--- src/rtl/unified_mem_arbiter_if.sv ---
// Bus bundle between the processor ports, the unified_mem_arbiter and the memory model.
// slave = arbiter side, master = processor/memory side (testbench drives it).
interface unified_mem_arbiter_if #(
  parameter int AWIDTH = 32,
  parameter int DWIDTH = 32
);
  // Handshake: a port raises *_req with stable addr/we/wdata and holds it until
  // its one-cycle *_ack; the ack cycle is the completion, rdata is valid from it on.
  logic              ma_i_if_req;
  logic [AWIDTH-1:0] ma_i_if_addr;
  logic              ma_o_if_ack;
  logic [DWIDTH-1:0] ma_o_if_rdata;

  logic              ma_i_dm_req;
  logic              ma_i_dm_we;
  logic [AWIDTH-1:0] ma_i_dm_addr;
  logic [DWIDTH-1:0] ma_i_dm_wdata;
  logic              ma_o_dm_ack;
  logic [DWIDTH-1:0] ma_o_dm_rdata;

  logic              ma_o_stall_if;
  logic              ma_o_stall_dm;
  logic              ma_o_busy;

  logic              ma_o_mem_en;
  logic              ma_o_mem_we;
  logic [AWIDTH-1:0] ma_o_mem_addr;
  logic [DWIDTH-1:0] ma_o_mem_wdata;
  logic [DWIDTH-1:0] ma_i_mem_rdata;

  modport slave (
    input  ma_i_if_req, ma_i_if_addr,
    output ma_o_if_ack, ma_o_if_rdata,
    input  ma_i_dm_req, ma_i_dm_we, ma_i_dm_addr, ma_i_dm_wdata,
    output ma_o_dm_ack, ma_o_dm_rdata,
    output ma_o_stall_if, ma_o_stall_dm, ma_o_busy,
    output ma_o_mem_en, ma_o_mem_we, ma_o_mem_addr, ma_o_mem_wdata,
    input  ma_i_mem_rdata
  );

  modport master (
    output ma_i_if_req, ma_i_if_addr,
    input  ma_o_if_ack, ma_o_if_rdata,
    output ma_i_dm_req, ma_i_dm_we, ma_i_dm_addr, ma_i_dm_wdata,
    input  ma_o_dm_ack, ma_o_dm_rdata,
    input  ma_o_stall_if, ma_o_stall_dm, ma_o_busy,
    input  ma_o_mem_en, ma_o_mem_we, ma_o_mem_addr, ma_o_mem_wdata,
    output ma_i_mem_rdata
  );
endinterface

--- src/rtl/unified_mem_arbiter.sv ---
// Arbitrates fetch and data ports onto one fixed-latency single-port memory (data wins ties).
// Optional macro FETCH_STARVE_GUARD_EN: after STARVE_LIMIT data grants while fetch waits, fetch wins.
module unified_mem_arbiter #(
  parameter int AWIDTH       = 32,
  parameter int DWIDTH       = 32,
  parameter int MEM_LATENCY  = 2,
  parameter int STARVE_LIMIT = 4
) (
  input  logic                     ma_clk,
  input  logic                     ma_rst,
  unified_mem_arbiter_if.slave     bus,
  output logic [1:0]               ma_o_dbg_state
);

  localparam int CW = $clog2(MEM_LATENCY + 1);

  if (MEM_LATENCY < 1) begin : g_bad_latency
    $error("MEM_LATENCY must be at least 1");
  end
  if (STARVE_LIMIT < 1) begin : g_bad_limit
    $error("STARVE_LIMIT must be at least 1");
  end

  typedef enum logic [1:0] {
    S_IDLE   = 2'd0,
    S_ACCESS = 2'd1,
    S_RESP   = 2'd2
  } state_t;

  typedef enum logic [1:0] {
    OWN_NONE = 2'd0,
    OWN_IF   = 2'd1,
    OWN_DM   = 2'd2
  } owner_t;

  state_t            r_state;
  owner_t            r_owner;
  logic [CW-1:0]     r_cnt;
  logic              r_if_ack;
  logic              r_dm_ack;
  logic [DWIDTH-1:0] r_if_rdata;
  logic [DWIDTH-1:0] r_dm_rdata;
  logic              r_mem_en;
  logic              r_mem_we;
  logic [AWIDTH-1:0] r_mem_addr;
  logic [DWIDTH-1:0] r_mem_wdata;

  logic              w_any_req;
  logic              w_grant_dm;

  assign w_any_req = bus.ma_i_if_req | bus.ma_i_dm_req;

`ifdef FETCH_STARVE_GUARD_EN
  localparam int SW = $clog2(STARVE_LIMIT + 1);
  logic [SW-1:0] r_starve_cnt;

  // Once the data port has been granted STARVE_LIMIT times over a waiting fetch, yield once.
  assign w_grant_dm = bus.ma_i_dm_req &
                      ~(bus.ma_i_if_req && (r_starve_cnt == SW'(STARVE_LIMIT)));

  always_ff @(posedge ma_clk) begin
    if (!ma_rst) begin
      r_starve_cnt <= '0;
    end else if (r_state == S_IDLE && w_any_req) begin
      if (w_grant_dm && bus.ma_i_if_req) r_starve_cnt <= r_starve_cnt + 1'b1;
      else                               r_starve_cnt <= '0;
    end
  end
`else
  assign w_grant_dm = bus.ma_i_dm_req;
`endif

  always_ff @(posedge ma_clk) begin
    if (!ma_rst) begin
      r_state     <= S_IDLE;
      r_owner     <= OWN_NONE;
      r_cnt       <= '0;
      r_if_ack    <= 1'b0;
      r_dm_ack    <= 1'b0;
      r_if_rdata  <= '0;
      r_dm_rdata  <= '0;
      r_mem_en    <= 1'b0;
      r_mem_we    <= 1'b0;
      r_mem_addr  <= '0;
      r_mem_wdata <= '0;
    end else begin
      r_if_ack <= 1'b0;
      r_dm_ack <= 1'b0;
      r_mem_en <= 1'b0;
      case (r_state)
        S_IDLE: begin
          if (w_any_req) begin
            r_mem_en <= 1'b1;
            r_cnt    <= '0;
            r_state  <= S_ACCESS;
            if (w_grant_dm) begin
              r_owner     <= OWN_DM;
              r_mem_we    <= bus.ma_i_dm_we;
              r_mem_addr  <= bus.ma_i_dm_addr;
              r_mem_wdata <= bus.ma_i_dm_wdata;
            end else begin
              r_owner     <= OWN_IF;
              r_mem_we    <= 1'b0;
              r_mem_addr  <= bus.ma_i_if_addr;
              r_mem_wdata <= '0;
            end
          end
        end
        S_ACCESS: begin
          // The counter parks at MEM_LATENCY for the capture edge instead of wrapping.
          if (r_cnt == CW'(MEM_LATENCY)) begin
            r_state <= S_RESP;
            if (r_owner == OWN_IF) begin
              r_if_ack   <= 1'b1;
              r_if_rdata <= bus.ma_i_mem_rdata;
            end else begin
              r_dm_ack <= 1'b1;
              if (!r_mem_we) r_dm_rdata <= bus.ma_i_mem_rdata;
            end
          end else begin
            r_cnt <= r_cnt + 1'b1;
          end
        end
        S_RESP: begin
          r_state <= S_IDLE;
          r_owner <= OWN_NONE;
        end
        default: begin
          r_state <= S_IDLE;
          r_owner <= OWN_NONE;
        end
      endcase
    end
  end

  assign bus.ma_o_if_ack    = r_if_ack;
  assign bus.ma_o_if_rdata  = r_if_rdata;
  assign bus.ma_o_dm_ack    = r_dm_ack;
  assign bus.ma_o_dm_rdata  = r_dm_rdata;
  assign bus.ma_o_stall_if  = bus.ma_i_if_req & ~r_if_ack;
  assign bus.ma_o_stall_dm  = bus.ma_i_dm_req & ~r_dm_ack;
  assign bus.ma_o_busy      = (r_state != S_IDLE);
  assign bus.ma_o_mem_en    = r_mem_en;
  assign bus.ma_o_mem_we    = r_mem_we;
  assign bus.ma_o_mem_addr  = r_mem_addr;
  assign bus.ma_o_mem_wdata = r_mem_wdata;
  assign ma_o_dbg_state     = r_state;

endmodule

--- src/flat_wrapper.sv ---
// flat-port wrapper written by rule: the top's interface ports become plain ports
module unified_mem_arbiter_flat 
#(
  parameter int AWIDTH       = 32,
  parameter int DWIDTH       = 32,
  parameter int MEM_LATENCY  = 2,
  parameter int STARVE_LIMIT = 4
)
  (ma_clk, ma_rst, ma_o_dbg_state, bus_ma_i_if_req, bus_ma_i_if_addr, bus_ma_o_if_ack, bus_ma_o_if_rdata, bus_ma_i_dm_req, bus_ma_i_dm_we, bus_ma_i_dm_addr, bus_ma_i_dm_wdata, bus_ma_o_dm_ack, bus_ma_o_dm_rdata, bus_ma_o_stall_if, bus_ma_o_stall_dm, bus_ma_o_busy, bus_ma_o_mem_en, bus_ma_o_mem_we, bus_ma_o_mem_addr, bus_ma_o_mem_wdata, bus_ma_i_mem_rdata);
  unified_mem_arbiter_if #(.AWIDTH(AWIDTH), .DWIDTH(DWIDTH)) bus_i ();
  input  logic ma_clk;
  input  logic ma_rst;
  output logic [1:0] ma_o_dbg_state;
  input wire logic [$bits(bus_i.ma_i_if_req)-1:0] bus_ma_i_if_req;
  input wire logic [$bits(bus_i.ma_i_if_addr)-1:0] bus_ma_i_if_addr;
  output wire logic [$bits(bus_i.ma_o_if_ack)-1:0] bus_ma_o_if_ack;
  output wire logic [$bits(bus_i.ma_o_if_rdata)-1:0] bus_ma_o_if_rdata;
  input wire logic [$bits(bus_i.ma_i_dm_req)-1:0] bus_ma_i_dm_req;
  input wire logic [$bits(bus_i.ma_i_dm_we)-1:0] bus_ma_i_dm_we;
  input wire logic [$bits(bus_i.ma_i_dm_addr)-1:0] bus_ma_i_dm_addr;
  input wire logic [$bits(bus_i.ma_i_dm_wdata)-1:0] bus_ma_i_dm_wdata;
  output wire logic [$bits(bus_i.ma_o_dm_ack)-1:0] bus_ma_o_dm_ack;
  output wire logic [$bits(bus_i.ma_o_dm_rdata)-1:0] bus_ma_o_dm_rdata;
  output wire logic [$bits(bus_i.ma_o_stall_if)-1:0] bus_ma_o_stall_if;
  output wire logic [$bits(bus_i.ma_o_stall_dm)-1:0] bus_ma_o_stall_dm;
  output wire logic [$bits(bus_i.ma_o_busy)-1:0] bus_ma_o_busy;
  output wire logic [$bits(bus_i.ma_o_mem_en)-1:0] bus_ma_o_mem_en;
  output wire logic [$bits(bus_i.ma_o_mem_we)-1:0] bus_ma_o_mem_we;
  output wire logic [$bits(bus_i.ma_o_mem_addr)-1:0] bus_ma_o_mem_addr;
  output wire logic [$bits(bus_i.ma_o_mem_wdata)-1:0] bus_ma_o_mem_wdata;
  input wire logic [$bits(bus_i.ma_i_mem_rdata)-1:0] bus_ma_i_mem_rdata;
  assign bus_i.ma_i_if_req = bus_ma_i_if_req;
  assign bus_i.ma_i_if_addr = bus_ma_i_if_addr;
  assign bus_ma_o_if_ack = bus_i.ma_o_if_ack;
  assign bus_ma_o_if_rdata = bus_i.ma_o_if_rdata;
  assign bus_i.ma_i_dm_req = bus_ma_i_dm_req;
  assign bus_i.ma_i_dm_we = bus_ma_i_dm_we;
  assign bus_i.ma_i_dm_addr = bus_ma_i_dm_addr;
  assign bus_i.ma_i_dm_wdata = bus_ma_i_dm_wdata;
  assign bus_ma_o_dm_ack = bus_i.ma_o_dm_ack;
  assign bus_ma_o_dm_rdata = bus_i.ma_o_dm_rdata;
  assign bus_ma_o_stall_if = bus_i.ma_o_stall_if;
  assign bus_ma_o_stall_dm = bus_i.ma_o_stall_dm;
  assign bus_ma_o_busy = bus_i.ma_o_busy;
  assign bus_ma_o_mem_en = bus_i.ma_o_mem_en;
  assign bus_ma_o_mem_we = bus_i.ma_o_mem_we;
  assign bus_ma_o_mem_addr = bus_i.ma_o_mem_addr;
  assign bus_ma_o_mem_wdata = bus_i.ma_o_mem_wdata;
  assign bus_i.ma_i_mem_rdata = bus_ma_i_mem_rdata;
  unified_mem_arbiter #(.AWIDTH(AWIDTH), .DWIDTH(DWIDTH), .MEM_LATENCY(MEM_LATENCY), .STARVE_LIMIT(STARVE_LIMIT)) u_core (.ma_clk(ma_clk), .ma_rst(ma_rst), .bus(bus_i), .ma_o_dbg_state(ma_o_dbg_state));
endmodule
--- config.mk ---
export PLATFORM = sky130hd
export DESIGN_NAME = unified_mem_arbiter_flat
export DESIGN_NICKNAME = d
export VERILOG_FILES = /design/src/rtl/unified_mem_arbiter_if.sv /design/src/rtl/unified_mem_arbiter.sv /design/src/flat_wrapper.sv
export SDC_FILE = /design/constraint.sdc
export NUM_CORES = 1
export LEC_CHECK = 0
export CAP_MARGIN = 0
export CORE_MARGIN = 2
export CORE_UTILIZATION = 30
export DETAILED_ROUTE_END_ITERATION = 16
export PLACE_DENSITY = 0.59
export SETUP_SLACK_MARGIN = 0.15
export SLEW_MARGIN = 20
export SYNTH_ARGS = -nofsm -noshare
export SYNTH_HDL_FRONTEND = slang
export SYNTH_SLANG_ARGS = --single-unit
--- constraint.sdc ---
create_clock -name ma_clk -period 1.7 [get_ports ma_clk]
set_clock_uncertainty 0.05 [all_clocks]
set_input_delay 0.34 -clock ma_clk [delete_from_list [all_inputs] [get_ports ma_clk]]
set_output_delay 0.34 -clock ma_clk [all_outputs]
set_load 0.01 [all_outputs]
* After elaboration in Yosys (flattened, before gate mapping)
Index checks and enable logic that the tools add are counted. W data, S select, Z words.
Operators by class: multiply operators 0, eq/ne operators 6, $lt $le $gt $ge 0, reductions and logical operators 11, shift operators 0, multiplexer cells 15, bitwise logic cells 8, div/mod/pow operators 0, $add $sub $neg 1
Operators with widths (count):
- $mux W32 | 2
- $mux W2 | 6
- $pmux W2 S2 | 3
- $reduce_and A3 Y1 | 3
- $reduce_and A2 Y1 | 4
- $not A1 Y1 | 5
- $eq A2 B1 Y1 const B | 2
- $mux W1 | 4
- $ne A2 B1 Y1 const B | 2
- $reduce_and A4 Y1 | 1
- $reduce_bool A2 Y1 | 2
- $add A2 B1 Y2 const B | 1
- $and A1 B1 Y1 | 2
- $eq A2 B2 Y1 const B | 1
- $logic_not A2 Y1 | 1
- $ne A2 B2 Y1 const B | 1
- $or A1 B1 Y1 | 1
Storage, ports and cells: bits of input ports 133, register bits after elaboration 138, logic and storage cells 52, RAM bits 0, memory bits (read-only) 0, memories 0, latch bits 0

* Longest topological paths before layout
word-level depth 3, depth in mapped cells 6, mapped depth without buffers 5

* Least setup slack after synthesis
Ideal clock, no wire load.
kind register -> register, start register u_core.r_state[0], in the netlist u_core.ma_o_dbg_state[0], end register u_core.r_dm_rdata[0], in the netlist u_core.bus.ma_o_dm_rdata[0], data arrival time 1330 ps, library setup time 72 ps, setup slack 248 ps, buffers on the path 3, required time 1578 ps, stages on the path, launching flop included 7, path through dfxtp_1 buf_4 nor2b_2 and4bb_1 buf_6 buf_6 mux2i_1
On the way: word-level cells in the longest chain between the ends 2
RTL lines:
- start: declaration | line unified_mem_arbiter.sv:36 | state_t r_state;
- start signal: assignment | line unified_mem_arbiter.sv:75 | r_state <= S_IDLE;
- start signal: assignment | line unified_mem_arbiter.sv:95 | r_state <= S_ACCESS;
- start signal: assignment | line unified_mem_arbiter.sv:112 | r_state <= S_RESP;
- $eq A2 B1 Y1 | line unified_mem_arbiter.sv:90 | case (r_state)
- $reduce_and A4 Y1 (no source line)
- end signal: assignment | line unified_mem_arbiter.sv:118 | if (!r_mem_we) r_dm_rdata <= bus.ma_i_mem_rdata;
- end: declaration | line unified_mem_arbiter.sv:42 | logic [DWIDTH-1:0] r_dm_rdata;
No other way between the ends. A chain may end at the register's enable or synchronous reset.

* Final worst setup path
start register u_core.r_state[1], in the netlist u_core.ma_o_dbg_state[1], end output port ma_o_dbg_state[1]
RTL lines:
- end: declaration | line flat_wrapper.sv:13 | output logic [1:0] ma_o_dbg_state;
No word-level cell between the ends.

==> results.md <==
- Status: finished, final reports clean
- CP Buf/Inv Count: 1
- IO buf count: 269
- Final net count: between 900 and 1000
- Rows: 50
- First-pass GRT wire length: ~27000 um
- End-of-flow core utilization: 49.0%
- Worst path top cell family by delay: flip-flops
- CTS sink count: roughly 140
- Max incr delay on CP: roughly 0.38 ns
- Layout cells sized above 1: under 10%
- Vias: between 5000 and 6000
- CTS Buf Count: 17
- Worst-path clk slew: 0.06 ns
- Final hold vios: 0
- Pwr dens: about 930 mW/mm2
- Data arrival time of the worst path: 1.13 ns
- Register area share after synthesis: 49.2%
- Starting density of the core: about 30%
- Clk_lat worst skew: 0.41 ns
- CTS tree: done
- Number of library cell types mapped by synthesis: 30
- Routability congestion estimate from global placement: 0.802
- Largest net degree at the start of global routing: 51
- Overall power: between 0.008 and 0.009 W
- Setup crit end kind: output pin
- Max-Cap Viols: 0
- Hold WC Path Type: input pin to register
- Die Y: 141 um
- Cells after Synth: ~580
- Die Wd: 141 um
- Sequential cell area: roughly 0.0028 mm2
- Unrepaired setup endpoints after global routing: false
- Core Footprint: 0.0185 mm2
- Vias in the first global route: roughly 5200
- # IOs: 270
- Drt wl/cell: between 15 and 20 um
- Tcrit/Tclk final: just under 90%
- Critical path, cell by cell: dlygate4sd2_1
- Multi-input gate area: 0.00258 mm2
- Die area: a little under 0.02 mm2
- Synth Cell Area: ~0.0056 mm2
- CP required: ~1.3 ns
- N_diodes: 0
- Final routed DRC violation total: 0
- Iteration-0 DRC Markers: roughly 160
- Leakage power: approximately 4.2 nW
- Clock root buffer: clkbuf_16
- Tmin final: ~1.5 ns
- Total GRT Usage: between 10% and 20%
- H-tree levels: 4
- Setup TNS Final: 0 ns
- Initial antenna violation count: 0
- Worst path slowest cell: dfxtp_2
- Worst Path Max Fanout: 4
- Post-route ant nets: 0
- Seq cells post-synth: about 140
- Mapped Avg Cell Area: between 9 and 10 um2
- Dpl cells: around 1100
- DP HPWL: between 10000 and 15000 um
- Final global-route overflow total: 0
- Final setup fails: 0
- CP Launch Type: register
- Maximum VDD drop: about 0.7 mV
- Commonest non-fill, non-tap cell in the layout: dfxtp_1
- Slew headroom: between 70 and 80%
- Final Non-Filler Cells: approximately 1100
- Hold Buf Count CTS: 0
- Worst-margin pin slew: ~0.34 ns
- Post-CTS setup buffers: 0
- Syn nets: 715
- Drt via density: 4.73
- Largest buffer count on any clock path: 2
- Total wire length: 17100 um
- Commonest cells after routing, fill and taps aside: dfxtp_1 (136), dlygate4sd2_1 (133), nand2_1 (131)
- DRT Pass-1 Iters: 5
- Crit Path Category: register to output pin
- FILL cells: approximately 1700
- Area growth, synth to finish: 61.5%
- Max Slew Vio Count: 0
- Fmax: 659 MHz
- Syn. warnings: 0
-- worst paths after layout --
kind / from / slack [ns] / endpoint / cells after the start
worst min-delay path: ma_rst / 0.24 / u_core.r_cnt[0] / 3
worst max-delay path: u_core.ma_o_dbg_state[1] / 0.18 / ma_o_dbg_state[1] / 1
worst max register to register: u_core.r_cnt[0] / 0.27 / u_core.bus.ma_o_dm_rdata[13] / 5
worst min register to register: u_core.bus.ma_o_if_rdata[10] / 0.40 / u_core.bus.ma_o_if_rdata[10] / 2
-- routing by layer --
metal	up-vias	GRT usage [%]	part of all wire, %	wire (um)
li1	2512	-	-	-
met1	2397	19.8	42	7200
met2	196	28.2	47	8070
met3	35	5.64	7.1	1220
met4	0	8.26	3.3	564
met5	-	0	0	0
-- through the flow --
stage	cell area (um2)	worst slack (ns)	hold slack [ns]
3_3_place_gp	8620	-0.185	0.392
4_1_cts	9060	0.0404	0.215
2_1_floorplan	5610	0.248	0.386
3_5_place_dp	8620	-0.179	0.397
6_report	9060	0.183	0.237
5_1_grt	9060	0.143	0.238
-- state kept, by name (all words and copies together) (netlist names) --
register,cells
u_core.bus.ma_o_dm_ack,1
u_core.bus.ma_o_dm_rdata,32
u_core.bus.ma_o_if_ack,1
u_core.bus.ma_o_if_rdata,32
u_core.bus.ma_o_mem_addr,32
u_core.bus.ma_o_mem_en,1
u_core.bus.ma_o_mem_wdata,32
u_core.bus.ma_o_mem_we,1
u_core.ma_o_dbg_state,2
u_core.r_cnt,2
u_core.r_owner,2
-- cell usage after synthesis, drive strengths merged --
master,instances,area [um2]
o21ai,34,170
o21bai,1,7.51
nor3,1,5.00
nand3,33,165
nor2b,6,40.0
inv,3,11.3
nand2b,3,18.8
nor4,1,6.26
mux2i,96,961
nor2,5,33.8
a21boi,33,248
and4bb,1,12.5
ha,1,12.5
dfxtp,138,2760
buf,26,180
nor3b,1,12.5
and3,3,18.8
o211a,32,320
a21o,1,7.51
nand2,131,492
a21oi,3,15.0
clkbuf,25,93.8
and2,2,12.5
or2,1,6.26
-- area by class of cell --
class / count / area share, %
clock buffers: 20 / 5.04
well taps: 234 / 3.23
flip-flops and latches: 138 / 30.5
clock inverters: 12 / 1.81
multi-input cells: 389 / 28.5
inverters: 3 / 0.124
repair buffers: 291 / 30.8
-- logic make-up (layout without fill, tap and decap cells) --
logic type / Yosys count / after routing / synth area share, %
mux: 96 / 96 / 17.1
compound gates: 104 / 104 / 13.7
simple gates: 188 / 188 / 14.7
fa+ha+maj: 1 / 1 / 0.223
flops: 138 / 138 / 49.2
buf+inv: 54 / 326 / 5.08
-- report_power, final --
group	internal [W]	switching, W
sequential	0.00337	0.0000692
combinational	0.000624	0.000514
clock	0.00240	0.00144
-- repair_timing --
action                     in CTS  in global routing
setup endpoints to repair     142                 31
hold endpoints to repair        0                  0
gates resized for setup       142                  7
pin swaps                       0                  1
No activity file was read; power rests on OpenSTA's default activity.
